--- src/rtl/ofmap_bit_packer.sv ---
// Packs 1-bit binarized activations into WORD_WIDTH-bit masked BRAM writes and signals layer completion.
// Optional: define PACKER_EARLY_FLUSH_EN to write a word as soon as all of its bits are captured.
module ofmap_bit_packer #(
  parameter int OFMAPS_BRAM_ADDR_WIDTH = 12,
  parameter int WORD_WIDTH             = 32
) (
  input  logic                                              clk,
  input  logic                                              rst_n,
  input  logic                                              i_data,
  input  logic [OFMAPS_BRAM_ADDR_WIDTH-1:0]                 i_addr,
  input  logic                                              i_valid,
  input  logic                                              i_last,
  output logic                                              bram_we,
  output logic [OFMAPS_BRAM_ADDR_WIDTH-$clog2(WORD_WIDTH)-1:0] bram_addr,
  output logic [WORD_WIDTH-1:0]                             bram_wdata,
  output logic [WORD_WIDTH-1:0]                             bram_wmask,
  output logic                                              o_done,
  output logic [OFMAPS_BRAM_ADDR_WIDTH-$clog2(WORD_WIDTH):0] o_word_count
);

  localparam int IDX_W   = $clog2(WORD_WIDTH);
  localparam int WADDR_W = OFMAPS_BRAM_ADDR_WIDTH - IDX_W;

`ifdef PACKER_EARLY_FLUSH_EN
  localparam bit EARLY_FLUSH = 1'b1;
`else
  localparam bit EARLY_FLUSH = 1'b0;
`endif

  typedef enum logic {IDLE, ACC} state_t;

  state_t                 state, state_n;
  logic [WADDR_W-1:0]     pend_addr, pend_addr_n;
  logic [WORD_WIDTH-1:0]  pend_data, pend_data_n;
  logic [WORD_WIDTH-1:0]  pend_mask, pend_mask_n;
  logic                   done_pend, done_pend_n;

  logic                   we_n, done_n;
  logic [WADDR_W-1:0]     addr_n;
  logic [WORD_WIDTH-1:0]  wdata_n, wmask_n;
  logic [WADDR_W:0]       count_n;

  logic [WADDR_W-1:0]     in_waddr;
  logic [IDX_W-1:0]       in_idx;
  logic [WORD_WIDTH-1:0]  onehot, new_data, merged_mask, merged_data;
  logic                   have, same;

  assign in_waddr = i_addr[OFMAPS_BRAM_ADDR_WIDTH-1:IDX_W];
  assign in_idx   = i_addr[IDX_W-1:0];
  assign onehot   = {{(WORD_WIDTH-1){1'b0}}, 1'b1} << in_idx;
  assign new_data = i_data ? onehot : '0;
  assign have     = (state == ACC);
  assign same     = have && (in_waddr == pend_addr);

  // Fold the incoming bit into the open word (or an empty one when nothing is open).
  assign merged_mask = (same ? pend_mask : '0) | onehot;
  assign merged_data = ((same ? pend_data : '0) & ~onehot) | new_data;

  always_comb begin
    state_n     = state;
    pend_addr_n = pend_addr;
    pend_data_n = pend_data;
    pend_mask_n = pend_mask;
    done_pend_n = 1'b0;
    we_n        = 1'b0;
    addr_n      = '0;
    wdata_n     = '0;
    wmask_n     = '0;
    done_n      = 1'b0;

    if (done_pend) begin
      // Second half of a split layer end: the leftover word closes the layer.
      we_n    = 1'b1;
      addr_n  = pend_addr;
      wdata_n = pend_data;
      wmask_n = pend_mask;
      done_n  = 1'b1;
      if (i_valid) begin
        pend_addr_n = in_waddr;
        pend_data_n = new_data;
        pend_mask_n = onehot;
        state_n     = ACC;
      end else begin
        pend_addr_n = '0;
        pend_data_n = '0;
        pend_mask_n = '0;
        state_n     = IDLE;
      end
    end else if (i_valid && have && !same) begin
      we_n        = 1'b1;
      addr_n      = pend_addr;
      wdata_n     = pend_data;
      wmask_n     = pend_mask;
      pend_addr_n = in_waddr;
      pend_data_n = new_data;
      pend_mask_n = onehot;
      state_n     = ACC;
      done_pend_n = i_last;
    end else if (i_valid) begin
      if (i_last || (EARLY_FLUSH && (&merged_mask))) begin
        we_n        = 1'b1;
        addr_n      = in_waddr;
        wdata_n     = merged_data;
        wmask_n     = merged_mask;
        done_n      = i_last;
        pend_addr_n = '0;
        pend_data_n = '0;
        pend_mask_n = '0;
        state_n     = IDLE;
      end else begin
        pend_addr_n = in_waddr;
        pend_data_n = merged_data;
        pend_mask_n = merged_mask;
        state_n     = ACC;
      end
    end else if (i_last) begin
      we_n        = have;
      addr_n      = have ? pend_addr : '0;
      wdata_n     = have ? pend_data : '0;
      wmask_n     = have ? pend_mask : '0;
      done_n      = 1'b1;
      pend_addr_n = '0;
      pend_data_n = '0;
      pend_mask_n = '0;
      state_n     = IDLE;
    end
  end

  // The count restarts for the next layer on the cycle after o_done.
  assign count_n = (o_done ? '0 : o_word_count) + {{WADDR_W{1'b0}}, we_n};

  always_ff @(posedge clk or negedge rst_n) begin
    if (!rst_n) begin
      state        <= IDLE;
      pend_addr    <= '0;
      pend_data    <= '0;
      pend_mask    <= '0;
      done_pend    <= 1'b0;
      bram_we      <= 1'b0;
      bram_addr    <= '0;
      bram_wdata   <= '0;
      bram_wmask   <= '0;
      o_done       <= 1'b0;
      o_word_count <= '0;
    end else begin
      state        <= state_n;
      pend_addr    <= pend_addr_n;
      pend_data    <= pend_data_n;
      pend_mask    <= pend_mask_n;
      done_pend    <= done_pend_n;
      bram_we      <= we_n;
      bram_addr    <= addr_n;
      bram_wdata   <= wdata_n;
      bram_wmask   <= wmask_n;
      o_done       <= done_n;
      o_word_count <= count_n;
    end
  end

endmodule

--- config.mk ---
export PLATFORM = sky130hd
export DESIGN_NAME = ofmap_bit_packer
export DESIGN_NICKNAME = d
export VERILOG_FILES = /design/src/rtl/ofmap_bit_packer.sv
export SDC_FILE = /design/constraint.sdc
export NUM_CORES = 1
export LEC_CHECK = 0
export BUFFER_PORTS_ARGS = -buffer_cell sky130_fd_sc_hd__buf_2
export CORE_ASPECT_RATIO = 0.8
export CORE_MARGIN = 5
export CORE_UTILIZATION = 60
export CTS_CLUSTER_DIAMETER = 200
export CTS_CLUSTER_SIZE = 12
export DETAILED_ROUTE_END_ITERATION = 7
export GPL_TIMING_DRIVEN = 0
export PLACE_DENSITY = 0.83
export SETUP_SLACK_MARGIN = 0.1
export SLEW_MARGIN = 15
export SYNTH_ARGS = -nofsm -noshare
export SYNTH_HDL_FRONTEND = slang
export SYNTH_SLANG_ARGS = --single-unit
--- constraint.sdc ---
create_clock -name clk -period 6.7 [get_ports clk]
set_input_delay 2.01 -clock clk [delete_from_list [all_inputs] [get_ports clk]]
set_output_delay 2.01 -clock clk [all_outputs]
set_load 0.01 [all_outputs]
==> results.cfg, run 1 <==
[drt]
drt_wl_total_um = 19600
drtIter0Drc = 836
num_vias = 6066
detail_route.wl_per_cell_um = 21.2
drtPass1Iterations = 7
drtAntennaViolNets = 0
via_per_inst = 6.56
drcViolationCount = 0

[clock_tree]
cts_tree = done
post_cts_resized = 0
insertion_delay_ns = 0.42
cts_hold_buf = 0
clkTransAtPathRegs_ns = 0.06
postCtsSetupRepairBufs = 0
htreeDepth = 4
cts_sinks = 154
cts_buffers = 17
cts.path.max_buffers = 2
clockRootBuffer = clkbuf_16

[sta]
tightest_slew_ns = 0.924
rsz0062_at_grt = no
final_max_slew_viol_count = 0
period_share = 0.628
finalSetupViolations = 0
min_period_ns = 4.21
hold_violations = 0
fin_skew_ns = 0.00500
max_freq_mhz = 238
max_slew_margin = 0.384
finalSetupTns_ns = 0

[grt]
grt_pass1_wl_um = 31400
grt_max_degree = 113
antenna_found_initial = 0
gr-total-overflow = 0
grt_usage = 0.295
grt_pass1_vias = 6036

[synthesis]
async_reset_ff_frac = 1.00
synth_edf_count = 0
synth_warnings = 0
ys_types = 47
syn-num-nets = 668
synth.avg_cell_area_um2 = 10.6
synth_area_leaders = dfrtp_1, a22o_1, o22ai_1
synth_cells = 648
ys.flop_type = dfrtp_1
yosysTopAreaCellShare = 0.561
synth_top_area_cell = dfrtp_1
ys_seq_area_frac = 0.561
ys_ff_latch = 154
syn-cell-area_um2 = 6870

[status]
outcome = finished clean

[layout]
final_nets = 783
final_cells = 924
layout-drive-gt1-share = 0.202
mostFrequentLayoutCells = dfrtp_1, buf_2, a22o_1
syn2layout_area_growth_pct = 18.3
fill_cells = 789
multi_input_area_um2 = 2710
antennaDiodeCount = 0
layout_commonest_cell = dfrtp_1
regArea_um2 = 3850

[power]
power_mw = 2.15
vdd_drop_max_mv = 0.168
pwr_density_cell_nw_per_um2 = 264
p_leak_nw = 3.81

[job]
cap_violations = 0

[setup_path]
crit_cells = 11
arrival_ns = 4.51
cp_num_buf_inv = 2
cp_max_fo = 10
critPathLaunchType = primary input
path_delay_family = buffers and inverters
slowest_stage = a21oi_1
rr_worst_depth = 10
slowest_delay_ns = 0.50
crit_path_cell_trace = buf_2 > xor2_1 > nor4_1 > a21oi_1 > clkbuf_1 > nand2b_1 > ha_1 > ha_1 > nand3_1 > xor2_1 > nor2_1
critPathKind = in2reg
setup.worst_path.end_class = flip-flop
critPathRequiredTime_ns = 7.00

[die]
core_area_um2 = 11300
die_h_um = 106
start_util = 0.606
fp-row-count = 35
dieArea_um2 = 13700
ios = 98
fp.dieW_um = 130

[place]
gp_congestion = 0.964
port-buffer-count = 95
dp_hpwl_um = 13300
dp_cells = 892

[hold_path]
hold_path_class = reg2reg
holdPathStages = 1
Yosys cell counts, types with 4 or more instances:
cell / instances
and3_1: 4
and2_1: 11
a21oi_1: 50
a221o_1: 10
nand2_1: 57
dfrtp_1: 154
nor2b_1: 7
nor2_1: 51
o221ai_1: 8
inv_1: 23
nand3_1: 6
a22oi_1: 31
xor2_1: 8
o22ai_1: 44
a22o_1: 79
nand2b_1: 6
xnor2_1: 5
buf_2: 17
clkbuf_1: 29
through the flow:
stage / hold WS (ns) / worst slack [ns] / util / instance area (um^2)
2_1_floorplan: 0.466 / 2.81 / - / 6870
3_3_place_gp: 0.481 / 1.53 / 0.664 / 7530
3_5_place_dp: 0.483 / 2.15 / 0.667 / 7570
4_1_cts: 0.499 / 2.56 / 0.716 / 8130
5_1_grt: 0.516 / 2.30 / 0.716 / 8130
6_report: 0.500 / 2.49 / 0.716 / 8130
flip-flops by register name (all words and copies together), names as in the netlist:
signal,flops
bram_wdata,32
bram_wmask,32
pend_data,32
pend_mask,32
o_word_count,8
bram_addr,7
pend_addr,7
bram_we,1
done_pend,1
have,1
o_done,1
cell families after synthesis:
logic type | Yosys count | share of synthesized area
compound gates | 233 | 0.249
xor+xnor | 13 | 0.0166
fa+ha+maj | 3 | 0.00547
buf+inv | 74 | 0.0446
flops | 154 | 0.561
simple gates | 171 | 0.124
cell type report:
| class | count | area share |
|---|---|---|
| flip-flops and latches | 154 | 0.474 |
| repair buffers | 96 | 0.0631 |
| multi-input cells | 420 | 0.333 |
| well taps | 148 | 0.0228 |
| clock buffers | 19 | 0.0545 |
| clock inverters | 13 | 0.0145 |
| inverters | 24 | 0.0111 |
| plain buffers | 50 | 0.0266 |
path summary, 6_finish.rpt:
| path | startpoint | endpoint | slack (ns) |
|---|---|---|---|
| hold reg to reg | pend_mask[13] | bram_wmask[13] | 0.50 |
| setup reg to reg | pend_addr[1] | o_word_count[6] | 3.77 |
| max in group asynchronous | rst_n | pend_data[16] | 4.39 |
| hold / removal | pend_mask[13] | bram_wmask[13] | 0.50 |
| setup / recovery | i_addr[6] | o_word_count[6] | 2.49 |
| min in group asynchronous | rst_n | o_word_count[4] | 1.46 |
routing by layer:
layer | track usage | vias up | routed length (um)
met3 | 0.0679 | 75 | 2060
li1 | - | 2624 | -
met2 | 0.446 | 397 | 9120
met5 | 0 | - | 0
met1 | 0.418 | 2970 | 7780
met4 | 0.108 | 0 | 634
where the power goes:
part / internal [mW] / switching [mW] / leakage [nW] / total, mW
clock network: 0.523 / 0.390 / 0.263 / 0.913
logic: 0.0777 / 0.181 / 1.43 / 0.259
registers: 0.958 / 0.0182 / 2.12 / 0.976
Power figures use the tool's default switching activity.
==> inputs of run 2 (changes only) <==
--- a/config.mk
+++ b/config.mk
@@ -8,12 +8,12 @@
 export BUFFER_PORTS_ARGS = -buffer_cell sky130_fd_sc_hd__buf_2
 export CORE_ASPECT_RATIO = 0.8
 export CORE_MARGIN = 5
-export CORE_UTILIZATION = 60
+export CORE_UTILIZATION = 57
 export CTS_CLUSTER_DIAMETER = 200
 export CTS_CLUSTER_SIZE = 12
 export DETAILED_ROUTE_END_ITERATION = 7
 export GPL_TIMING_DRIVEN = 0
-export PLACE_DENSITY = 0.83
+export PLACE_DENSITY = 0.79
 export SETUP_SLACK_MARGIN = 0.1
 export SLEW_MARGIN = 15
 export SYNTH_ARGS = -nofsm -noshare
==> constraint.sdc (replaced) <==
create_clock -name clk -period 4.12 [get_ports clk]
set_input_delay 1.236 -clock clk [delete_from_list [all_inputs] [get_ports clk]]
set_output_delay 1.236 -clock clk [all_outputs]
set_load 0.01 [all_outputs]
==> results.cfg, run 2 (same netlist as run 1, synthesis figures left out) <==
[setup_path]
cp_num_buf_inv = 2
critPathKind = in2reg
setup.worst_path.end_class = flip-flop
path_delay_family = simple AND/OR/NAND/NOR gates
arrival_ns = 3.77
critPathRequiredTime_ns = 4.42
crit_top_cell = xor2_1
crit_path_cell_trace = buf_2 > xor2_1 > nor4_1 > a21oi_1 > clkbuf_1 > nand2b_1 > ha_1 > and3_1 > nand3_1 > xor2_1 > nor2_1
critPathLaunchType = primary input
cp_max_fo = 10
slowest_stage = a21oi_1
slowest_delay_ns = 0.54

[clock_tree]
clockRootBuffer = clkbuf_16
postCtsSetupRepairBufs = 0
cts_tree = done
cts_buffers = 17
cts_hold_buf = 0
cts.path.max_buffers = 2
htreeDepth = 4
insertion_delay_ns = 0.43
post_cts_resized = 0
clkTransAtPathRegs_ns = 0.06
cts_sinks = 154

[grt]
grt_max_degree = 85
grt_pass1_vias = 5952
grt_pass1_wl_um = 32200
antenna_found_initial = 0
gr-total-overflow = 0
grt_usage = 0.287

[die]
die_h_um = 108
start_util = 0.590
core_area_um2 = 11600
fp-row-count = 35
ios = 98
fp.dieW_um = 133
dieArea_um2 = 14400

[place]
port-buffer-count = 95
placedInstanceArea_um2 = 7570
dp_hpwl_um = 13600
dp_cells = 892
gp_congestion = 0.927

[sta]
rsz0062_at_grt = no
tightest_slew_ns = 1.00
final_max_slew_viol_count = 0
hold_violations = 0
finalSetupViolations = 0
period_share = 0.842
fin_skew_ns = 0.0107
max_slew_margin = 0.332
max_freq_mhz = 288
min_period_ns = 3.47
finalSetupTns_ns = 0

[layout]
layout-drive-gt1-share = 0.201
antennaDiodeCount = 0
final_core_util = 0.701
mostFrequentLayoutCells = dfrtp_1, buf_2, a22o_1
multi_input_area_um2 = 2710
final_nets = 783
final_cells = 923
syn2layout_area_growth_pct = 18.9
regArea_um2 = 3850
design_area_um2 = 8170
layout_commonest_cell = dfrtp_1
fill_cells = 869

[job]
cap_violations = 0

[drt]
detail_route.wl_per_cell_um = 21.7
drcViolationCount = 0
num_vias = 6052
drtAntennaViolNets = 0
drtPass1Iterations = 5
drt_wl_total_um = 20000
drtIter0Drc = 813
via_per_inst = 6.56

[hold_path]
hold_path_class = reg2reg

[power]
pwr_density_cell_nw_per_um2 = 443
vdd_drop_max_mv = 0.371
p_leak_nw = 3.85

[status]
outcome = finished clean
[run 2: final cells by class]
type | count | share of cell area
clock buffers | 20 | 0.0559
flip-flops and latches | 154 | 0.472
inverters | 24 | 0.0110
repair buffers | 96 | 0.0628
clock inverters | 11 | 0.0176
well taps | 148 | 0.0227
multi-input cells | 420 | 0.332
plain buffers | 50 | 0.0265
[run 2: routing by layer]
layer  vias up  routed length (um)  track usage
met5         -                   0            0
met4         0                 548        0.105
met3        60                1990       0.0805
met2       362                9240        0.439
met1      3012                8210        0.397
li1       2618                   -            -
[run 2: worst register-to-register path, cell delays in order, from the launching register on]
cell	delay [ns]
dfrtp_1	0.41
xor2_1	0.34
nor4_1	0.10
a21oi_1	0.54
clkbuf_1	0.53
nand2b_1	0.24
ha_1	0.21
and3_1	0.17
nand3_1	0.10
xor2_1	0.16
nor2_1	0.06
[run 2: path summary, 6_finish.rpt]
kind	start	endpoint	slack, ns	cells after the start
setup / recovery	i_addr[6]	o_word_count[7]	0.65	11
hold / removal	pend_mask[12]	bram_wmask[12]	0.49	1
setup reg to reg	pend_addr[4]	o_word_count[7]	1.15	10
hold reg to reg	pend_mask[12]	bram_wmask[12]	0.49	1
max in group asynchronous	rst_n	pend_data[5]	2.58	2
min in group asynchronous	rst_n	have	0.76	1
[run 2: power breakdown]
group          internal [mW]  switching [mW]
logic                  0.127           0.295
clock network          0.981           0.631
registers               1.56          0.0299
total                   2.67           0.956
[run 2: metrics by stage]
step | hold slack (ns) | total power [mW] | setup slack (ns)
3_5_place_dp | 0.480 | 2.03 | 0.283
5_1_grt | 0.508 | 3.74 | 0.456
2_1_floorplan | 0.466 | 1.85 | 1.01
3_3_place_gp | 0.479 | 2.01 | -0.284
6_report | 0.492 | 3.62 | 0.652
4_1_cts | 0.491 | 3.61 | 0.682
